===== src/rtl/inst_queue_pkg.sv =====
// Shared definitions for the instruction queue: pointer sizing helper,
// CPU-wide sizing parameters and the fetch packet type stored per entry.
package inst_queue_pkg;
   // Pointer width: index bits plus one wrap bit.
   function automatic int unsigned iq_ptr_w(input int unsigned depth);
      return $clog2(depth) + 1;
   endfunction
endpackage

package cpu_params;
   localparam int IQ_DEPTH = 16;
endpackage

package uop_types;
   typedef struct packed {
      logic [31:0] pc;
      logic [31:0] inst;
   } fetch_packet_t;
endpackage


===== src/rtl/inst_queue_if.sv =====
// Dequeue-side handshake between the instruction queue and the backend.
interface fifo_backend_itf;
   logic        deq_valid;
   logic        deq_ready;
   logic [31:0] deq_pc;
   logic [31:0] deq_inst;

   modport fifo (
      output deq_valid,
      output deq_pc,
      output deq_inst,
      input  deq_ready
   );

   modport backend (
      input  deq_valid,
      input  deq_pc,
      input  deq_inst,
      output deq_ready
   );
endinterface


===== src/rtl/inst_queue.sv =====
// Circular instruction queue between fetch and backend; head/tail carry a
// wrap bit so full and empty are told apart without a separate flag.
module inst_queue
   import inst_queue_pkg::*;
   import uop_types::*;
#(
   parameter int IQ_DEPTH = cpu_params::IQ_DEPTH
) (
   input  logic                         clk,
   input  logic                         rst,
   input  logic                         backend_flush,
   input  logic                         enq_valid,
   output logic                         enq_ready,
   input  logic [31:0]                  enq_pc,
   input  logic [31:0]                  enq_inst,
   fifo_backend_itf.fifo                to_backend,
   output logic [$clog2(IQ_DEPTH):0]    count
);

   localparam int PTR_W = int'(iq_ptr_w(IQ_DEPTH));
   localparam int IDX_W = PTR_W - 1;
   localparam logic [PTR_W-1:0] PTR_ONE = PTR_W'(1);

   logic [PTR_W-1:0] r_head;
   logic [PTR_W-1:0] r_tail;
   logic [PTR_W-1:0] r_count;

   fetch_packet_t r_mem [IQ_DEPTH];

   logic             w_empty;
   logic             w_full;
   logic             w_deq_valid;
   logic             w_enq;
   logic             w_deq;
   logic [IDX_W-1:0] w_head_idx;
   logic [IDX_W-1:0] w_tail_idx;
   logic [PTR_W-1:0] w_head_next;
   logic [PTR_W-1:0] w_tail_next;
   fetch_packet_t    w_head_entry;

   assign w_head_idx = r_head[IDX_W-1:0];
   assign w_tail_idx = r_tail[IDX_W-1:0];

   assign w_empty = (r_head == r_tail);
   assign w_full  = (w_head_idx == w_tail_idx) && (r_head[PTR_W-1] != r_tail[PTR_W-1]);

   // enq_ready depends on registered pointers only, never on deq_ready.
   assign enq_ready   = !w_full;
   assign w_deq_valid = !w_empty && !backend_flush;

   assign w_enq = enq_valid && !w_full && !backend_flush && !rst;
   assign w_deq = w_deq_valid && to_backend.deq_ready;

   assign w_head_next = w_deq ? (r_head + PTR_ONE) : r_head;
   assign w_tail_next = w_enq ? (r_tail + PTR_ONE) : r_tail;

   always_ff @(posedge clk) begin
      if (rst) begin
         r_head  <= '0;
         r_tail  <= '0;
         r_count <= '0;
      end else if (backend_flush) begin
         r_head  <= '0;
         r_tail  <= '0;
         r_count <= '0;
      end else begin
         r_head  <= w_head_next;
         r_tail  <= w_tail_next;
         r_count <= w_tail_next - w_head_next;
      end
   end

   // Entry storage is only ever written by an accepted enqueue.
   always_ff @(posedge clk) begin
      if (w_enq) begin
         r_mem[w_tail_idx] <= '{pc: enq_pc, inst: enq_inst};
      end
   end

   assign w_head_entry = r_mem[w_head_idx];

   assign to_backend.deq_valid = w_deq_valid;
   assign to_backend.deq_pc    = w_head_entry.pc;
   assign to_backend.deq_inst  = w_head_entry.inst;
   assign count                = r_count;

endmodule


===== src/flat_wrapper.sv =====
// flat-port wrapper written by rule: the top's interface ports become plain ports
module inst_queue_flat import inst_queue_pkg::*; import uop_types::*;
#(
   parameter int IQ_DEPTH = cpu_params::IQ_DEPTH
)
  (clk, rst, backend_flush, enq_valid, enq_ready, enq_pc, enq_inst, count, to_backend_deq_valid, to_backend_deq_pc, to_backend_deq_inst, to_backend_deq_ready);
  fifo_backend_itf to_backend_i ();
  input  logic clk;
  input  logic rst;
  input  logic backend_flush;
  input  logic enq_valid;
  output logic enq_ready;
  input  logic [31:0] enq_pc;
  input  logic [31:0] enq_inst;
  output logic [$clog2(IQ_DEPTH):0] count;
  output wire logic [$bits(to_backend_i.deq_valid)-1:0] to_backend_deq_valid;
  output wire logic [$bits(to_backend_i.deq_pc)-1:0] to_backend_deq_pc;
  output wire logic [$bits(to_backend_i.deq_inst)-1:0] to_backend_deq_inst;
  input wire logic [$bits(to_backend_i.deq_ready)-1:0] to_backend_deq_ready;
  assign to_backend_deq_valid = to_backend_i.deq_valid;
  assign to_backend_deq_pc = to_backend_i.deq_pc;
  assign to_backend_deq_inst = to_backend_i.deq_inst;
  assign to_backend_i.deq_ready = to_backend_deq_ready;
  inst_queue #(.IQ_DEPTH(IQ_DEPTH)) u_core (.clk(clk), .rst(rst), .backend_flush(backend_flush), .enq_valid(enq_valid), .enq_ready(enq_ready), .enq_pc(enq_pc), .enq_inst(enq_inst), .to_backend(to_backend_i), .count(count));
endmodule

===== config.mk =====
export PLATFORM = sky130hd
export DESIGN_NAME = inst_queue_flat
export DESIGN_NICKNAME = d
export VERILOG_FILES = /design/src/rtl/inst_queue_pkg.sv /design/src/rtl/inst_queue_if.sv /design/src/rtl/inst_queue.sv /design/src/flat_wrapper.sv
export SDC_FILE = /design/constraint.sdc
export NUM_CORES = 1
export LEC_CHECK = 0
export BUFFER_PORTS_ARGS = -buffer_cell sky130_fd_sc_hd__buf_2
export CORE_MARGIN = 1.5
export CORE_UTILIZATION = 50
export CTS_BUF_LIST = sky130_fd_sc_hd__clkbuf_16
export CTS_CLUSTER_DIAMETER = 60
export DETAILED_ROUTE_END_ITERATION = 12
export HOLD_SLACK_MARGIN = 0.02
export PLACE_DENSITY = 0.67
export SLEW_MARGIN = 15
export SYNTH_ARGS = -nofsm -noshare
export SYNTH_HDL_FRONTEND = slang
export SYNTH_SLANG_ARGS = --single-unit

===== constraint.sdc =====
create_clock -name clk -period 9.2 [get_ports clk]
set_input_delay 1.84 -clock clk [delete_from_list [all_inputs] [get_ports clk]]
set_output_delay 1.84 -clock clk [all_outputs]
set_load 0.03 [all_outputs]

==> metrics.cfg, run 1 <==
[outcome]
status = complete, no violations

[detailed_routing]
drtIter0Drc = 1756
dr.pass1.iters = 5
wl_per_cell_microns = 27.3
drc = 0
detail-route-antenna-nets = 0
totalWireLength_microns = 84000
post_drt_via_cell_ratio = 5.94
via_count = 18300

[cts]
cts_setup_buffers = 0
cts_tree = yes
clock_latency_ns = 0.67
ctsResizeCount = 0
cts.clk_slew.worst_paths_ns = 0.06
hold_buffers = 0
htree_levels = 3
cts_root_buf = clkbuf_16
clock-sinks = 1039
clk_path_buf_depth = 3
numCtsBuffers = 103

[setup_path]
regToRegSetupSlack_ns = 4.33
crit_path_end_kind = output pin
start_kind = register
worstPathRequired_ns = 7.36
worst-path-max-fanout = 61
cp.arrival_ns = 3.67
critPathKind = reg -> out

[cells_and_area]
drive_above_1_share = 0.299
fin_util = 0.572
nets = 2017
areaGrowthSynthToFinish_pct = 13.4

[global_route]
overflow = 0
grt_usage = 0.210
grt_max_degree = 117
antenna_found_initial = 10
grt_pass1_vias = 19200
grt_pass1_wl_microns = 125000

[yosys]
yosysUniqueCellTypes = 37
synth_edf_count = 1024
synth.yosys.seq_area_share = 0.781
synth_ff_type = edfxtp_1
ys_warn_count = 0
netlist.area_leader.share = 0.774
synthCells = 1750
ys_ff_latch = 1039
synth.area.top_cells = edfxtp_1, mux4_2, mux2i_1, a211oi_1, nor2b_1
synth_top_area_cell = edfxtp_1
synth_area_sq_mm = 0.0397
avgSynthCellArea_sq_um = 22.7
async_flop_share = 0
synth_nets = 1829

[sta]
period_needed_ns = 5.51
slew_headroom = 0.294
max_freq_mhz = 181
fin_setup_tns_ns = 0
maxSlewViolCount = 0
finalSetupViolations = 0
hold_violations = 0
grt_setup_unrepaired = false
post-route-period-util = 0.599
tightest_slew_ns = 1.06
fin_skew_ns = 0.0193

[floorplanning]
ios = 140
core_sq_mm = 0.0789
rows = 103
die_area_sq_mm = 0.0812
start_util = 0.504
die_w_microns = 285
dieHeight_microns = 285

[place]
portBuffers = 139
gp_congestion = 0.721
dp_hpwl_microns = 41000

[pwr]
p_per_area_mw_per_mm2 = 207
ir_drop_mv = 0.137
leakage_uw = 0.0138

[job]
cap_viol_max_count = 0

[min_path]
hold_class = reg -> reg

[sequential cells by signal, indices dropped and copies added (netlist names)]
register	flops
u_core.r_tail	5
u_core.count	5
u_core.r_mem	1024
u_core.r_head	5
[where the power goes]
| group | internal, uW | switching [uW] | leakage (uW) |
|---|---|---|---|
| registers | 5210 | 2.84 | 0.00934 |
| logic | 40.1 | 107 | 0.00281 |
| clock network | 2260 | 1720 | 0.00167 |
[cells in the mapped netlist (3+ instances only)]
| cell | instances |
|---|---|
| edfxtp_1 | 1024 |
| mux4_2 | 256 |
| a21oi_1 | 68 |
| mux2i_1 | 65 |
| nor2b_1 | 65 |
| a211oi_1 | 64 |
| clkbuf_1 | 55 |
| buf_2 | 36 |
| nor2_1 | 20 |
| dfxtp_1 | 15 |
| nand2_1 | 12 |
| ha_1 | 9 |
| xor2_1 | 9 |
| buf_1 | 7 |
| and2_1 | 5 |
| xnor2_1 | 5 |
| nor3_1 | 4 |
| a21o_1 | 3 |
| inv_1 | 3 |
[path summary, 6_finish.rpt]
| path | endpoint | start | cells past startpoint |
|---|---|---|---|
| worst min-delay path | u_core.r_head[4] | u_core.r_head[4] | 2 |
| worst max register to register | u_core.r_mem[8][48] | u_core.r_head[2] | 8 |
| worst min register to register | u_core.r_head[4] | u_core.r_head[4] | 2 |
| worst max-delay path | to_backend_deq_inst[11] | u_core.r_head[2] | 6 |
[routing by layer]
metal,GRT usage,vias up,wire length (microns),share of wire
met2,0.341,582,41600,0.50
met4,0.0550,8,1350,0.016
li1,-,7778,-,-
met5,0,-,53,0.00063
met1,0.298,9780,36000,0.43
met3,0.0352,113,4950,0.059
[cells in the final DEF, fill, tap and decap left out, types with 2 or more instances in the layout]
| master | netlist | routed |
|---|---|---|
| diode_2 | 0 | 3 |
| clkinv_8 | 0 | 2 |
| clkbuf_16 | 0 | 103 |
| clkinv_2 | 0 | 15 |
| o31ai_1 | 2 | 2 |
| buf_4 | 1 | 38 |
| nor2b_1 | 65 | 65 |
| nand2b_1 | 2 | 2 |
| nand4_1 | 2 | 2 |
| buf_2 | 36 | 139 |
| and4_1 | 2 | 2 |
| a21oi_1 | 68 | 68 |
| inv_1 | 3 | 25 |
| o21ai_0 | 2 | 2 |
| dfxtp_1 | 15 | 11 |
| nor3_2 | 0 | 4 |
| nor2_1 | 20 | 8 |
| buf_12 | 0 | 5 |
| ha_1 | 9 | 9 |
| mux2i_1 | 65 | 65 |
| clkinv_4 | 0 | 3 |
| bufinv_16 | 0 | 8 |
| and3_1 | 2 | 2 |
| nand2_1 | 12 | 12 |
| a21o_1 | 3 | 3 |
| clkinv_1 | 0 | 23 |
| clkinvlp_4 | 0 | 2 |
| nor2_4 | 0 | 12 |
| inv_6 | 0 | 8 |
| xnor2_1 | 5 | 5 |
| and2_1 | 5 | 5 |
| xor2_1 | 9 | 9 |
| or3_1 | 2 | 2 |
| edfxtp_1 | 1024 | 1024 |
| a211oi_1 | 64 | 64 |
| mux4_2 | 256 | 256 |
| dfxtp_4 | 0 | 4 |
[through the flow]
stage | total power [uW] | hold slack, ns | worst slack (ns) | cells | instance area (sq um)
2_1_floorplan | 5370 | 0.545 | 1.71 | 1750 | 39700
3_3_place_gp | 5450 | 0.573 | 4.14 | 2883 | 41800
3_5_place_dp | 5460 | 0.629 | 4.10 | 2883 | 41800
4_1_cts | 9420 | 0.633 | 3.57 | 3070 | 45100
5_1_grt | 9610 | 0.679 | 3.49 | 3071 | 45100
6_report | 9340 | 0.639 | 3.69 | 3073 | 45100
[critical path: stages (launching register included)]
cell      delay (ns)
dfxtp_4         0.79
buf_4           0.93
mux4_2          0.43
nor2b_1         0.14
a211oi_1        0.33
a21oi_1         0.09
buf_2           0.23
[cell families (layout without fill, tap and decap cells)]
group | count (synthesis) | after routing | share of synthesized area
flip-flops | 1039 | 1039 | 0.781
multiplexers | 321 | 321 | 0.161
AO/OA/AOI/OAI | 143 | 143 | 0.0227
AND/OR/NAND/NOR | 121 | 121 | 0.0175
buffers and inverters | 102 | 372 | 0.0109
XOR/XNOR | 14 | 14 | 0.00308
adder cells (fa/ha/maj) | 10 | 10 | 0.00334
other | 0 | 3 | 0
[layout make-up]
| cell class | instances | area, sq um |
|---|---|---|
| fill | 5743 | 33800 |
| sequential | 1039 | 31100 |
| multi-input combinational | 609 | 8380 |
| clock buffer | 103 | 2580 |
| tap | 1050 | 1310 |
| timing repair buffer | 182 | 1080 |
| clock inverter | 84 | 648 |
| inverter | 3 | 11.3 |
| antenna | 3 | 7.51 |
Power figures use the tool's default switching activity.
==> run 2, diff against run 1 <==
--- a/config.mk
+++ b/config.mk
@@ -5,6 +5,7 @@
 export SDC_FILE = /design/constraint.sdc
 export NUM_CORES = 1
 export LEC_CHECK = 0
+export ABC_AREA = 1
 export BUFFER_PORTS_ARGS = -buffer_cell sky130_fd_sc_hd__buf_2
 export CORE_MARGIN = 1.5
 export CORE_UTILIZATION = 50
@@ -12,7 +13,7 @@
 export CTS_CLUSTER_DIAMETER = 60
 export DETAILED_ROUTE_END_ITERATION = 12
 export HOLD_SLACK_MARGIN = 0.02
-export PLACE_DENSITY = 0.67
+export PLACE_DENSITY = 0.69
 export SLEW_MARGIN = 15
 export SYNTH_ARGS = -nofsm -noshare
 export SYNTH_HDL_FRONTEND = slang
==> constraint.sdc (replaced) <==
create_clock -name clk -period 5 [get_ports clk]
set_input_delay 1 -clock clk [delete_from_list [all_inputs] [get_ports clk]]
set_output_delay 1 -clock clk [all_outputs]
set_load 0.03 [all_outputs]
==> run 2 against run 1 <==
Compared with the run above: setup slack lost 3.2 ns; die area grew 1.0%; clock power increased by 89%; utilization is 0.13 points higher; final cell count is 35% higher; combinational power increased to 3.0 times the previous value; critical path type unchanged; critical path depth rose by 1.
==> metrics.cfg, run 2 <==
[detailed_routing]
routed.top_layer = met5
totalWireLength_microns = 100000
drc = 0
dr.pass1.iters = 5
wl_met1_microns = 41000
drtIter0Drc = 3526
detail-route-antenna-nets = 0
post_drt_via_cell_ratio = 6.13
route.met3.wl_microns = 7730
met2_length_microns = 49100
via_count = 25400
wl_per_cell_microns = 24.2

[cts]
cts.clk_slew.worst_paths_ns = 0.06
cts_setup_buffers = 0
cts_tree = yes
cts_root_buf = clkbuf_16
hold_buffers = 0
numCtsBuffers = 99
clk_path_buf_depth = 3
clock_latency_ns = 0.66
clock-sinks = 1039
ctsResizeCount = 0
htree_levels = 3

[floorplanning]
ios = 140
rows = 103
dieHeight_microns = 286
start_util = 0.507
die_area_sq_mm = 0.0820
die_w_microns = 286
core_sq_mm = 0.0793

[pwr]
intPower_uw = 14000
leakage_uw = 0.0148
netSwitchingFraction = 0.199
clkPwrFrac = 0.428
comb_power_share = 0.025
ir_drop_mv = 0.264
seqPwrFrac = 0.547
p_per_area_mw_per_mm2 = 386
p_switching_uw = 3490

[yosys]
ys_warn_count = 0
synth.area.top_cells = edfxtp_1, o21ai_0, nor2_1, o22ai_1, o221ai_1
synth_area_sq_mm = 0.0402
synth_edf_count = 1024
synth_ff_type = edfxtp_1
synth_most_common_cell = edfxtp_1
synth_top_area_cell = edfxtp_1
yosysUniqueCellTypes = 33
avgSynthCellArea_sq_um = 13.7
synth_nets = 3003
synthCells = 2924
ys_ff_latch = 1039
synthTopCellsByCount = edfxtp_1, nor2_1, o21ai_0, clkbuf_1, o22ai_1
synth.yosys.seq_area_share = 0.773
async_flop_share = 0
netlist.area_leader.share = 0.766

[sta]
grt_setup_unrepaired = false
hold_ws_ns = 0.612
finalSetupViolations = 0
fin_setup_tns_ns = 0
post-route-period-util = 0.900
period_needed_ns = 4.50
hold_violations = 0
tightest_slew_ns = 1.05
maxSlewViolCount = 0
max_freq_mhz = 222
slew_headroom = 0.303
fin_skew_ns = 0.0234

[place]
dp_hpwl_microns = 49700
dpl_cell_area_sq_mm = 0.0421
gp_congestion = 0.806
portBuffers = 139

[cells_and_area]
postLayoutCellArea_sq_mm = 0.0454
largest_register_ffs = 1024
final_common_cell = edfxtp_1
nets = 3089
areaGrowthSynthToFinish_pct = 13.1
fin_util = 0.573
regMostFlops = u_core.r_mem
drive_above_1_share = 0.118
mostFrequentLayoutCells = edfxtp_1, nor2_1, o21ai_0

[setup_path]
crit_path_frequent_cell = nand3_1
path_cells = inv_6, buf_4, o21ai_0, o221ai_1, nand3_1, nand3_1, buf_2
cp_slowest_stage_delay_ns = 0.82
crit_path_end_kind = output pin
worst-path-max-fanout = 127
cp_slowest_cell = inv_6
crit_end = to_backend_deq_inst[6]
timing.rr.end = u_core.r_mem[4][33]
r2r-start = u_core.r_head[1]
critPathKind = reg -> out
startpoint = u_core.r_head[1]
worstPathRequired_ns = 4.00
reg2reg_depth = 10
cp.arrival_ns = 3.50
start_kind = register
regToRegSetupSlack_ns = 1.30

[global_route]
grt_pass1_vias = 25000
grt_pass1_wl_microns = 151000
grt_usage = 0.242
antenna_found_initial = 8
grt_max_degree = 209
overflow = 0

[outcome]
status = complete, no violations

[job]
cap_viol_max_count = 0

[min_path]
hold_class = reg -> reg

## run 2: changes by cell type after synthesis, moves of 23 or more
cell,before,now
a21oi_1,68,3
o211ai_1,0,32
a211oi_1,64,0
o22ai_1,0,160
o21ai_0,2,516
nor2b_1,65,0
inv_1,3,26
nor2_1,20,546
mux4_2,256,0
nand3_1,0,102
clkbuf_1,55,161
nand2_1,12,158
mux2i_1,65,0
o221ai_1,0,96
## run 2: final cells by class
class                      instances  area [sq um]
fill                            6028         33800
sequential                      1039         31100
multi-input combinational       1650          8310
clock buffer                     100          2500
timing repair buffer             190          1320
tap                             1050          1310
clock inverter                    82           763
inverter                          30           131
antenna                            4          10.0
## run 2: worst max-delay path: cells and delay by family (launching register included)
family                 cells  cell delay [ns]
buffers and inverters      3             1.58
DFF                        1             0.51
AOI/OAI and AO/OA          2             0.37
and+or+nand+nor            2             0.30
## run 2: metal layers
metal | global-route usage | vias to the layer above
met3 | 0.0359 | 174
met5 | 0 | -
met2 | 0.400 | 1122
li1 | - | 11200
met1 | 0.334 | 12900
met4 | 0.0762 | 8
## run 2: worst min path at each step
| stage | start | end | cells past startpoint |
|---|---|---|---|
| 2_1_floorplan | u_core.r_head[4] | u_core.r_head[4] | 4 |
| 3_3_place_gp | u_core.r_head[4] | u_core.r_head[4] | 4 |
| 3_5_place_dp | u_core.r_head[4] | u_core.r_head[4] | 4 |
| 4_1_cts | u_core.r_head[4] | u_core.r_head[4] | 4 |
| 5_1_grt | u_core.r_head[4] | u_core.r_head[4] | 4 |
| 6_report | u_core.r_head[4] | u_core.r_head[4] | 4 |
## run 2: cell families after synthesis
kind of cell | share of synthesized area
flip-flops | 0.773
AND/OR/NAND/NOR | 0.0812
AO/OA/AOI/OAI | 0.117
buffers and inverters | 0.0232
adder cells (fa/ha/maj) | 0.00330
XOR/XNOR | 0.00196
## run 2: power by group through the flow
stage	Combinational (uW)	Sequential [uW]	Clock, uW
after floorplan	201	9780	0
after global placement	419	9770	0
after detailed placement	434	9770	0
after CTS	436	9590	7580
after global routing	473	9580	7940
final	436	9590	7510
## run 2: stage by stage
step | cells | power [uW] | worst slack (ns)
floorplan | 2924 | 9980 | 0.0496
global placement | 3959 | 10200 | 1.24
detailed placement | 3959 | 10200 | 1.16
CTS | 4141 | 17600 | 0.544
global route | 4142 | 18000 | 0.327
finish | 4145 | 17500 | 0.498
